[src/rtl/hazard_pkg.sv]
// rtl/hazard_pkg.sv - shared types for the pipeline hazard controller
package hazard_pkg;

  typedef enum logic [1:0] {
    FWD_RF = 2'b00,
    FWD_W  = 2'b01,
    FWD_M  = 2'b10
  } fwd_sel_t;

  localparam logic [3:0] PC_REG = 4'hF;

  typedef struct packed {
    logic       valid;
    logic       wr;
    logic       load;
    logic [3:0] dest;
  } slot_t;

endpackage

[src/rtl/hazard_ctrl_fwd_sel.sv]
// rtl/hazard_ctrl_fwd_sel.sv - operand forwarding select from the M and W slots
import hazard_pkg::*;

module fwd_sel (
  input  slot_t      slot_m,
  input  slot_t      slot_w,
  input  logic [3:0] src,
  output fwd_sel_t   sel
);

  logic unused_w_load;
  assign unused_w_load = slot_w.load;

  // M holds the youngest value; a load in M has no data yet and is never a source
  always_comb begin
    sel = FWD_RF;
    if (slot_m.valid && slot_m.wr && !slot_m.load &&
        slot_m.dest == src && src != PC_REG)
      sel = FWD_M;
    else if (slot_w.valid && slot_w.wr && slot_w.dest == src && src != PC_REG)
      sel = FWD_W;
  end

endmodule

[src/rtl/hazard_ctrl.sv]
// rtl/hazard_ctrl.sv - stall, flush and forwarding control for the 5-stage pipeline
import hazard_pkg::*;

module hazard_ctrl #(
  parameter int LOAD_STALL = 1,
  parameter int NREG_W     = 4
) (
  input  logic              clk,
  input  logic              reset,
  input  logic [NREG_W-1:0] Ra1D,
  input  logic [NREG_W-1:0] Ra2D,
  input  logic [NREG_W-1:0] WA3D,
  input  logic              RegWriteD,
  input  logic              MemtoRegD,
  input  logic              BranchTakenE,
  output logic              StallF,
  output logic              StallD,
  output logic              FlushD,
  output logic              FlushE,
  output logic [1:0]        ForwardAE,
  output logic [1:0]        ForwardBE
);

  localparam logic [1:0] STALL_RELOAD = 2'(LOAD_STALL - 1);

  slot_t      slot_e, slot_m, slot_w;
  logic [3:0] e_ra1, e_ra2;
  logic [1:0] cnt;
  logic       lduse, stall, bubble;
  fwd_sel_t   fwd_a, fwd_b;

  assign lduse = slot_e.valid && slot_e.load && slot_e.wr && slot_e.dest != PC_REG &&
                 (slot_e.dest == Ra1D || slot_e.dest == Ra2D);
  assign stall  = lduse || cnt != 2'd0;
  assign bubble = stall || BranchTakenE;

  fwd_sel u_fwd_a (.slot_m(slot_m), .slot_w(slot_w), .src(e_ra1), .sel(fwd_a));
  fwd_sel u_fwd_b (.slot_m(slot_m), .slot_w(slot_w), .src(e_ra2), .sel(fwd_b));

  // Reset doubles as the flush of the pipeline registers, which have no reset
  always_comb begin
    StallF    = 1'b0;
    StallD    = 1'b0;
    FlushD    = 1'b1;
    FlushE    = 1'b1;
    ForwardAE = FWD_RF;
    ForwardBE = FWD_RF;
    if (!reset) begin
      StallF    = stall && !BranchTakenE;
      StallD    = stall && !BranchTakenE;
      FlushD    = BranchTakenE;
      FlushE    = bubble;
      ForwardAE = fwd_a;
      ForwardBE = fwd_b;
    end
  end

  always_ff @(posedge clk) begin
    if (reset) begin
      slot_e <= '0;
      slot_m <= '0;
      slot_w <= '0;
      e_ra1  <= '0;
      e_ra2  <= '0;
      cnt    <= 2'd0;
    end else begin
      slot_w       <= slot_m;
      slot_m       <= slot_e;
      slot_e.valid <= !bubble;
      slot_e.wr    <= RegWriteD;
      slot_e.load  <= MemtoRegD;
      slot_e.dest  <= WA3D;
      e_ra1        <= Ra1D;
      e_ra2        <= Ra2D;
      if (BranchTakenE)
        cnt <= 2'd0;
      else if (lduse && cnt == 2'd0)
        cnt <= STALL_RELOAD;
      else if (cnt != 2'd0)
        cnt <= cnt - 2'd1;
    end
  end

endmodule

[config.mk]
export PLATFORM = sky130hd
export DESIGN_NAME = hazard_ctrl
export DESIGN_NICKNAME = d
export VERILOG_FILES = /design/src/rtl/hazard_pkg.sv /design/src/rtl/hazard_ctrl_fwd_sel.sv /design/src/rtl/hazard_ctrl.sv
export SDC_FILE = /design/constraint.sdc
export NUM_CORES = 1
export LEC_CHECK = 0
export ABC_AREA = 1
export CORE_MARGIN = 3
export CORE_UTILIZATION = 30
export CTS_CLUSTER_SIZE = 40
export DETAILED_ROUTE_END_ITERATION = 7
export DONT_BUFFER_PORTS = 1
export PLACE_DENSITY_LB_ADDON = 0.25
export RECOVER_POWER = 25
export SYNTH_ARGS = -nofsm -noshare
export SYNTH_HDL_FRONTEND = slang
export SYNTH_SLANG_ARGS = --single-unit
export TNS_END_PERCENT = 5
[constraint.sdc]
create_clock -name clk -period 1.1 [get_ports clk]
set_input_delay 0.22 -clock clk [delete_from_list [all_inputs] [get_ports clk]]
set_output_delay 0.22 -clock clk [all_outputs]
set_load 0.02 [all_outputs]
==> flow_summary_export.csv <==
group,metric,value,unit
timing,timing.final.crit_share,147,%
clock_tree,worst_skew_pair.late_latency,270,ps
die,number_of_top_level_pins,25,
timing,setup_viol_count_final,8,
job,max_cap_viol_count,0,
die,die_x,72.1,microns
clock_tree,cts.path.max_buffers,2,
synth,synth_top_cells_by_area,"dfxtp_1, nor2_1, nand2_1",
worst_setup_path,path_delay_family,"simple AND/OR/NAND/NOR gates",
clock_tree,cts_inserted_buffers,5,
worst_setup_path,critPathCaptureType,"primary output",
synth,post_synth_instance_area,1310,sq um
hold_path,worst_hold_startpoint,"reset",
timing,setup_slack,-514,ps
global_route,grt-ovfl-total,0,
layout,antenna_cells,0,
drt,detailroute.via_count,1110,
global_route,grt_max_degree,22,
synth,yosysSeqAreaShare,45.8,%
power_and_ir_drop,power-per-cell-area,1280,nW/um^2
drt,drt_pass_1_iters,4,
layout,fin_cells,274,
worst_setup_path,crit_required,880,ps
status,violations,"negative setup slack",
die,core-area,4120,sq um
timing,timing.final.hold_violations,0,
die,rows,23,
synth,syn-num-nets,206,
timing,rsz0062_at_grt,"true",
worst_setup_path,crit_fanout,4,
worst_setup_path,worst-setup-path-type,"reg -> out",
layout,n_fill_cell,446,
die,die_area,5200,sq um
worst_setup_path,worstSetupStartpointType,"flip-flop",
global_route,globalRouteTotalUtil,11.5,%
timing,worstMarginPinSlew,404,ps
drt,drcViolationCount,0,
worst_setup_path,timing.critical_path.from,"slot_e[1]$_SDFF_PP0_",
synth,synth_edf_count,0,
clock_tree,clk_pin_slew,60,ps
placement,place_congestion,0.809,
worst_setup_path,path_buf_inv,2,
synth,postSynth.topFlopCell,"dfxtp_1",
synth,synth_top_area_share,45.8,%
drt,dr.first_iter.drc_count,44,
worst_setup_path,critical_path.slowest_cell,"dfxtp_2",
global_route,number_of_antenna_violations_at_the_first_check_in_global_routing,0,
worst_setup_path,worstReg2RegStart,"slot_e[1]$_SDFF_PP0_",
clock_tree,cts_htree_levels,2,
drt,routedWlPerCell,9.83,microns
placement,numPlacedInstances,263,
synth,synthDominantAreaCellType,"dfxtp_1",
timing,period_minus_slack,1610,ps
timing,slew_violations,0,
global_route,first_global_vias,1090,
worst_setup_path,path_cells,"inv_2 -> nand2_1 -> nand2_1 -> nor2_2 -> nand2_1 -> nand2_2 -> nand2_2 -> a21oi_4 -> buf_12",
layout,layout.nets,242,
synth,post_synth.cell_area_avg,6.97,sq um
status,outcome,"finished, violations left",
power_and_ir_drop,static-leakage-power,0.845,nW
drt,route.detailed.vias_per_inst,4.05,
worst_setup_path,data_arrival_critical_path,1390,ps
layout,multiInputGateArea,591,sq um
timing,max_clock_freq,620,MHz
layout,sequential_cell_area,606,sq um
worst_setup_path,worst_path_most_repeated_cell,"nand2_1",
clock_tree,cts.sink_count,30,
worst_setup_path,crit_path_max_incr_delay,360,ps
synth,synth_warnings,0,
drt,routed_wl,2.69,mm
synth,share_of_synthesized_registers_carrying_an_async_set_or_reset,0,%
drt,antenna_violating_nets_post_route,0,
clock_tree,tritoncts,"done",
placement,dp_hpwl,1.95,mm
die,start_util,31.9,%
die,floorplan.die.height,72.1,microns
layout,share_of_final_layout_standard_cells_stronger_than_drive_strength_1,23.7,%
synth,yosysMostFrequentCell,"nor2_1",
synth,synthesis.instances,188,
synth,yosys_register_bits,30,
timing,fin_skew,5.42,ps
clock_tree,post_cts_buffers,0,
synth,yosysUniqueCellTypes,20,
clock_tree,root_buffer,"clkbuf_8",
timing,slew_headroom,73.0,%
power_and_ir_drop,irDropWorstVdd,0.534,mV
global_route,first_pass_grt_wire_length,4.55,mm
timing,setup-tns-final,-3380,ps
layout,area_growth_from_synthesis_to_layout,32.4,%
hold_path,class_of_the_most_critical_hold_timing_path,"in -> reg",
synth,ys_top_cells_by_count,"nor2_1, nand2_1, inv_1, dfxtp_1, nand4_1",
placement,io_buffers,0,
final cells by class:
class,count,area share [%]
Sequential cell,30,34.9
Multi-Input combinational cell,119,34.0
Timing Repair Buffer,33,15.6
Inverter,35,7.56
Clock buffer,7,4.39
Tap cell,50,3.60
where the power goes:
| part | internal [mW] | switching, mW |
|---|---|---|
| clock | 0.434 | 0.372 |
| combinational | 0.121 | 0.120 |
| sequential | 1.14 | 0.0350 |
cell usage in the layout, fill, tap and decap left out, types with 3 or more instances in the layout:
master / netlist / routed
buf_4: 1 / 28
nor2_1: 42 / 41
nand3_1: 4 / 3
dfxtp_1: 30 / 26
xor2_1: 6 / 6
inv_2: 4 / 4
xnor2_1: 4 / 4
clkbuf_8: 0 / 5
nand2_1: 39 / 39
inv_1: 31 / 31
nor3_1: 5 / 3
dfxtp_2: 0 / 4
nand4_1: 7 / 7
dlygate4sd3_1: 0 / 4
registers in the layout, summed over array words and instances (netlist names):
name    flops
slot_m      7
slot_e      7
cnt         2
slot_w      6
e_ra1       4
e_ra2       4
timing repair:
action	in CTS	in global routing
endpoints found under the hold margin	6	9
pin swaps	9	0
setup endpoints to repair	10	10
resized for setup	1	3
hold buffers	3	1
per-layer routing:
metal | up-vias | GRT usage (%) | part of all wire [%]
met2 | 20 | 18.2 | 46
met4 | 0 | 5.01 | 1.1
li1 | 627 | - | -
met5 | - | 0 | 0
met3 | 2 | 5.26 | 5.9
met1 | 461 | 13.4 | 47
cells by family after synthesis:
group | count (synthesis) | share of synthesized area, %
fa+ha+maj | 1 | 0.954
flops | 30 | 45.8
buf+inv | 39 | 11.6
compound gates | 5 | 2.10
xor+xnor | 10 | 6.68
simple gates | 103 | 32.8
through the flow:
stage,instance area [sq um],power [mW],setup slack (ps),hold WS [ps],util (%)
after floorplan,1340,1.34,-239,320,-
after global placement,1600,1.41,-265,289,39.0
after detailed placement,1600,1.41,-285,292,39.0
after CTS,1710,2.25,-543,0.198,41.6
after global routing,1740,2.35,-642,1.30,42.2
final,1740,2.22,-514,17.2,42.2
worst paths after layout:
kind,endpoint,cells past startpoint,slack (ps)
setup / recovery,StallF,9,-510
hold / removal,slot_w[6]$_SDFF_PP0_,1,20
setup reg to reg,slot_e[6]$_SDFF_PP0_,9,-140
hold reg to reg,slot_w[6]$_SDFF_PP0_,2,420
Power figures use the tool's default switching activity.
